### src/rtl/unidade_busca.sv
// unidade_busca: instruction fetch unit with a prefetch queue.
// Optional `CONTADOR_DESCARTE_EN adds the dropped-response/flush counter.
module unidade_busca #(
  parameter int          PROFUNDIDADE     = 4,
  parameter logic [31:0] ENDERECO_INICIAL = 32'h0000_0000
) (
  input  logic        clock,
  input  logic        reset,
  output logic        mem_req,
  output logic [31:0] mem_endereco,
  input  logic        mem_ack,
  input  logic [31:0] mem_dado,
  input  logic        desvio,
  input  logic [31:0] endereco_desvio,
  output logic        instr_valida,
  output logic [31:0] instrucao,
  output logic [31:0] pc_instr,
`ifdef CONTADOR_DESCARTE_EN
  input  logic        instr_pronta,
  output logic [15:0] contador_descarte
`else
  input  logic        instr_pronta
`endif
);

  localparam int PW = $clog2(PROFUNDIDADE);
  localparam int CW = PW + 1;

  typedef enum logic [1:0] {
    OCIOSO,
    BUSCA,
    DESCARTE
  } estado_t;

  estado_t     r_estado;
  logic        r_req;
  logic [31:0] r_end;
  logic [31:0] r_alvo;

  logic [31:0] r_fila_dado [PROFUNDIDADE];
  logic [31:0] r_fila_pc   [PROFUNDIDADE];
  logic [PW-1:0] r_rd;
  logic [PW-1:0] r_wr;
  logic [CW-1:0] r_ocup;

  logic [31:0]   w_alvo;
  logic          w_push;
  logic          w_pop;
  logic [CW-1:0] w_ocup_prox;
  logic          w_espaco;

  assign w_alvo      = endereco_desvio & 32'hFFFF_FFFC;
  assign w_push      = (r_estado == BUSCA) && mem_ack && !desvio;
  assign w_pop       = (r_ocup != '0) && instr_pronta && !desvio;
  assign w_ocup_prox = r_ocup + CW'(w_push) - CW'(w_pop);
  assign w_espaco    = w_ocup_prox < CW'(PROFUNDIDADE);

  assign mem_req      = r_req;
  assign mem_endereco = r_end;
  assign instr_valida = (r_ocup != '0);
  assign instrucao    = r_fila_dado[r_rd];
  assign pc_instr     = r_fila_pc[r_rd];

  // Request FSM: one outstanding request, redirect drops stale response
  always_ff @(posedge clock or posedge reset) begin
    if (reset) begin
      r_estado <= OCIOSO;
      r_req    <= 1'b0;
      r_end    <= ENDERECO_INICIAL;
      r_alvo   <= ENDERECO_INICIAL;
    end else begin
      unique case (r_estado)
        OCIOSO: begin
          if (desvio) begin
            r_end <= w_alvo;
          end else if (w_espaco) begin
            r_req    <= 1'b1;
            r_estado <= BUSCA;
          end
        end
        BUSCA: begin
          if (desvio) begin
            if (mem_ack) begin
              r_end <= w_alvo;
            end else begin
              r_alvo   <= w_alvo;
              r_estado <= DESCARTE;
            end
          end else if (mem_ack) begin
            r_end <= r_end + 32'd4;
            if (!w_espaco) begin
              r_req    <= 1'b0;
              r_estado <= OCIOSO;
            end
          end
        end
        DESCARTE: begin
          if (mem_ack) begin
            r_end    <= desvio ? w_alvo : r_alvo;
            r_estado <= BUSCA;
          end else if (desvio) begin
            r_alvo <= w_alvo;
          end
        end
        default: begin
          r_req    <= 1'b0;
          r_estado <= OCIOSO;
        end
      endcase
    end
  end

  // Prefetch queue: redirect flushes, otherwise push/pop by occupancy
  always_ff @(posedge clock or posedge reset) begin
    if (reset) begin
      for (int i = 0; i < PROFUNDIDADE; i++) begin
        r_fila_dado[i] <= '0;
        r_fila_pc[i]   <= '0;
      end
      r_rd   <= '0;
      r_wr   <= '0;
      r_ocup <= '0;
    end else if (desvio) begin
      r_rd   <= '0;
      r_wr   <= '0;
      r_ocup <= '0;
    end else begin
      if (w_push) begin
        r_fila_dado[r_wr] <= mem_dado;
        r_fila_pc[r_wr]   <= r_end;
        r_wr              <= r_wr + PW'(1);
      end
      if (w_pop) begin
        r_rd <= r_rd + PW'(1);
      end
      r_ocup <= w_ocup_prox;
    end
  end

`ifdef CONTADOR_DESCARTE_EN
  logic [15:0] r_descarte;
  logic [16:0] w_soma;
  logic [CW:0] w_inc;
  logic        w_drop;

  assign w_drop = mem_ack &&
                  ((r_estado == DESCARTE) ||
                   ((r_estado == BUSCA) && desvio));
  assign w_inc  = (desvio ? {1'b0, r_ocup} : '0) + (CW+1)'(w_drop);
  assign w_soma = {1'b0, r_descarte} + 17'(w_inc);
  assign contador_descarte = r_descarte;

  // Saturating count of dropped responses and flushed entries
  always_ff @(posedge clock or posedge reset) begin
    if (reset) begin
      r_descarte <= '0;
    end else begin
      r_descarte <= w_soma[16] ? 16'hFFFF : w_soma[15:0];
    end
  end
`endif

endmodule

### config.mk
export PLATFORM = sky130hd
export DESIGN_NAME = unidade_busca
export DESIGN_NICKNAME = d
export VERILOG_FILES = /design/src/rtl/unidade_busca.sv
export SDC_FILE = /design/constraint.sdc
export NUM_CORES = 1
export LEC_CHECK = 0
export CAP_MARGIN = 5
export CORE_ASPECT_RATIO = 0.5
export CORE_MARGIN = 8
export CORE_UTILIZATION = 41
export DETAILED_ROUTE_END_ITERATION = 8
export PLACE_DENSITY_LB_ADDON = 0.12
export SYNTH_ARGS = -nofsm -noshare
export SYNTH_HDL_FRONTEND = slang
export SYNTH_SLANG_ARGS = --single-unit
### constraint.sdc
create_clock -name clock -period 22.5 [get_ports clock]
set_clock_uncertainty 0.15 [all_clocks]
set_input_delay 2.25 -clock clock [delete_from_list [all_inputs] [get_ports clock]]
set_output_delay 2.25 -clock clock [all_outputs]
set_load 0.03 [all_outputs]
==> metrics <==
status=finished clean; Num CTS Buffers=31; Die ar.=44300 sq um; port bufs=roughly 160; fmax=roughly 0.17 GHz; Max VDD drop=0.0781 mV; DR pass1 iterations=5; CTS tree=yes; hold_ws=0.327 ns; Max Fanout on Critical Path=34; final setup TNS=0 ns; vias in the first global route=roughly 11000; Chip Height=153 um; Max-Cap Viols=0; r2r startpoint=r_estado[1]; Min-Delay Path Depth=2; RSZ-0062 raised after global routing=no; total global routing overflow=0; IO Count=167; Starting Density=approximately two fifths; post-CTS setup buffer count=0; hold path startpoint=r_fila_pc[14]; Die Width=slightly below 300 um; CP arrival=approximately 3.5 ns; CTS Hold Bufs=0; final setup fails=0; CTS resizes=0; Avg WL per Cell=~22 um; vias=just under 10000; FF-to-FF setup slack=about 19 ns; Routed Antenna Nets=0; hold crit path type=reg -> reg; Core Area=~37000 sq um; Layout area overhead=20.6%; clock buffer depth=3; synth warn=0; Max-slew headroom=29.0%; num rows=50; first-pass GRT wire length=about 62 mm; placer congestion estimate=between 0.7 and 0.8; Worst Path Required=about 20 ns; CP Capture Type=output port; Critical Path Source Type=flip-flop; number of synthesized flops with an enable pin=0; Setup CP Type=reg -> out; Ant. Diodes=0; GRT Total Usage=between 15 and 20%; initial antenna violation count=0; fraction of layout cells with a size suffix above 1=between 30% and 40%; gate count of the mapped netlist=1108; Post-DP HPWL=around 25 mm; Synth Cell Area=15400 sq um; nets@finish=between 1000 and 1500; Post-route DRC=0; final core utilization=roughly 50%; post-synth net total=roughly 1200; total wire length=38.6 mm; Async S/R FF share, synth=100%; fin crit period=5.91 ns; critical register-to-register path endpoint=r_estado[0]; Hold Path End=r_fila_pc[14]; Fillers=~3200; Slew @ Worst Pin=1.07 ns; Main synth FF type=dfrtp_1; Final Cycle Share=a little over a quarter; final-report max-slew violation count=0; Via density=between 5 and 6; Hold Violations, Final=0; worst reg2reg path depth=14; Pwr Density=about 140 nW/um^2; Root Buffer=clkbuf_16; number of DRC markers in iteration 0=just under 700; clock slew at reported path FFs=~0.070 ns; sequential area share after synthesis=53.7%; LEAKAGE=just over 8 nW; Power, Total=2.68 mW; syn_area_per_cell=about 14 sq um; Yosys reg bits=between 300 and 400; htree depth=1; Yosys cell types=between 60 and 70; largest net degree at the start of global routing=112; CTS sink cnt=330; Worst-Skew Late Latency=0.57 ns
metal layers:
layer,routed length (um),GRT usage [%],up-vias
met1,17200,22.6,5226
met4,715,3.61,0
li1,-,-,4383
met5,0,0,-
met2,19400,30.1,174
met3,1380,2.66,46
worst max path at each step:
stage | startpoint | to
floorplan | reset | mem_endereco[0]
global placement | mem_ack | r_estado[0]
detailed placement | mem_ack | r_estado[0]
CTS | r_rd[0] | pc_instr[23]
global route | r_rd[0] | pc_instr[15]
finish | r_rd[0] | pc_instr[18]
critical path, cell delays in order, from the launching register on:
cell and delay, ns:
dfrtp_4 0.91, buf_4 0.72, mux4_2 0.61, clkdlybuf4s50_1 0.62
through the flow:
stage | cell area [sq um] | instances | setup slack (ns)
after global routing | 18500 | 1751 | 16.32
after global placement | 17500 | 1693 | 16.83
after detailed placement | 17500 | 1693 | 16.67
final | 18500 | 1751 | 16.59
after floorplan | 15400 | 1108 | 10.96
after CTS | 18500 | 1751 | 16.44
report_power, final:
part	internal (mW)	switching (mW)	leakage, nW
clock	0.325	0.231	0.543
sequential	0.806	0.181	4.30
combinational	0.553	0.583	3.24
total	1.68	0.996	8.09
cell usage in the layout, fill, tap and decap left out, drive strengths merged, types with 7 or more instances in the layout:
cell type and instances:
dfrtp 330, mux2 282, clkdlybuf4s50 164, mux4 64, o21ai 60, clkbuf 50, nor2 46, nand2 39
a21oi 19, nand3 19, buf 17, inv 15, nand4 13, ha 11, a31oi 9, a222oi 9
nor3 9, nor2b 7, nor4 7
sequential cells by signal (all words and copies together) (netlist names):
signal and flops:
r_fila_dado 128, r_fila_pc 128, mem_endereco 32, r_alvo 32
r_ocup 3, r_estado 2, r_rd 2, r_wr 2
mem_req 1
area by class of cell:
cell class,instances,area [sq um],share of cell area (%)
sequential,330,8270,44.6
tap,494,618,3.33
multi-input combinational,674,6740,36.3
timing repair buffer,181,1770,9.54
clock buffer,50,997,5.38
clock inverter,8,100,0.540
inverter,14,60.1,0.324
kinds of logic (layout without fill, tap and decap cells):
kind of cell / after synthesis / count (layout) / synth area share [%]
mux: 346 / 346 / 30.0
flops: 330 / 330 / 53.7
simple gates: 158 / 158 / 5.43
compound gates: 149 / 149 / 6.43
buf+inv: 104 / 253 / 2.89
fa+ha+maj: 12 / 12 / 1.03
xor+xnor: 9 / 9 / 0.513
Yosys cell counts, drive strengths merged, types with 2 or more instances:
| library cell | n | area (sq um) |
|---|---|---|
| a222oi | 9 | 90.1 |
| inv | 14 | 52.6 |
| nand3b | 3 | 22.5 |
| and3 | 2 | 12.5 |
| nand4 | 13 | 124 |
| dfrtp | 330 | 8260 |
| and4 | 2 | 17.5 |
| nand2b | 2 | 12.5 |
| a32oi | 5 | 43.8 |
| a22oi | 6 | 45.0 |
| a21oi | 19 | 95.1 |
| xor2 | 5 | 43.8 |
| a32o | 2 | 20.0 |
| buf | 58 | 270 |
| nor2b | 7 | 43.8 |
| xnor2 | 4 | 35.0 |
| mux2 | 282 | 3180 |
| a221o | 5 | 50.1 |
| nor2 | 46 | 173 |
| nand2 | 39 | 146 |
| o21ai | 60 | 300 |
| nor3 | 9 | 50.1 |
| a211o | 2 | 17.5 |
| nor4 | 7 | 71.3 |
| nand3 | 19 | 95.1 |
| clkbuf | 32 | 121 |
| a31oi | 9 | 56.3 |
| o31ai | 5 | 37.5 |
| or4 | 2 | 15.0 |
| a221oi | 4 | 35.0 |
| mux4 | 64 | 1440 |
| a31o | 3 | 26.3 |
| ha | 11 | 138 |
| or2 | 2 | 12.5 |
| a22o | 2 | 17.5 |
| o211ai | 6 | 45.0 |
Power figures use the tool's default switching activity.
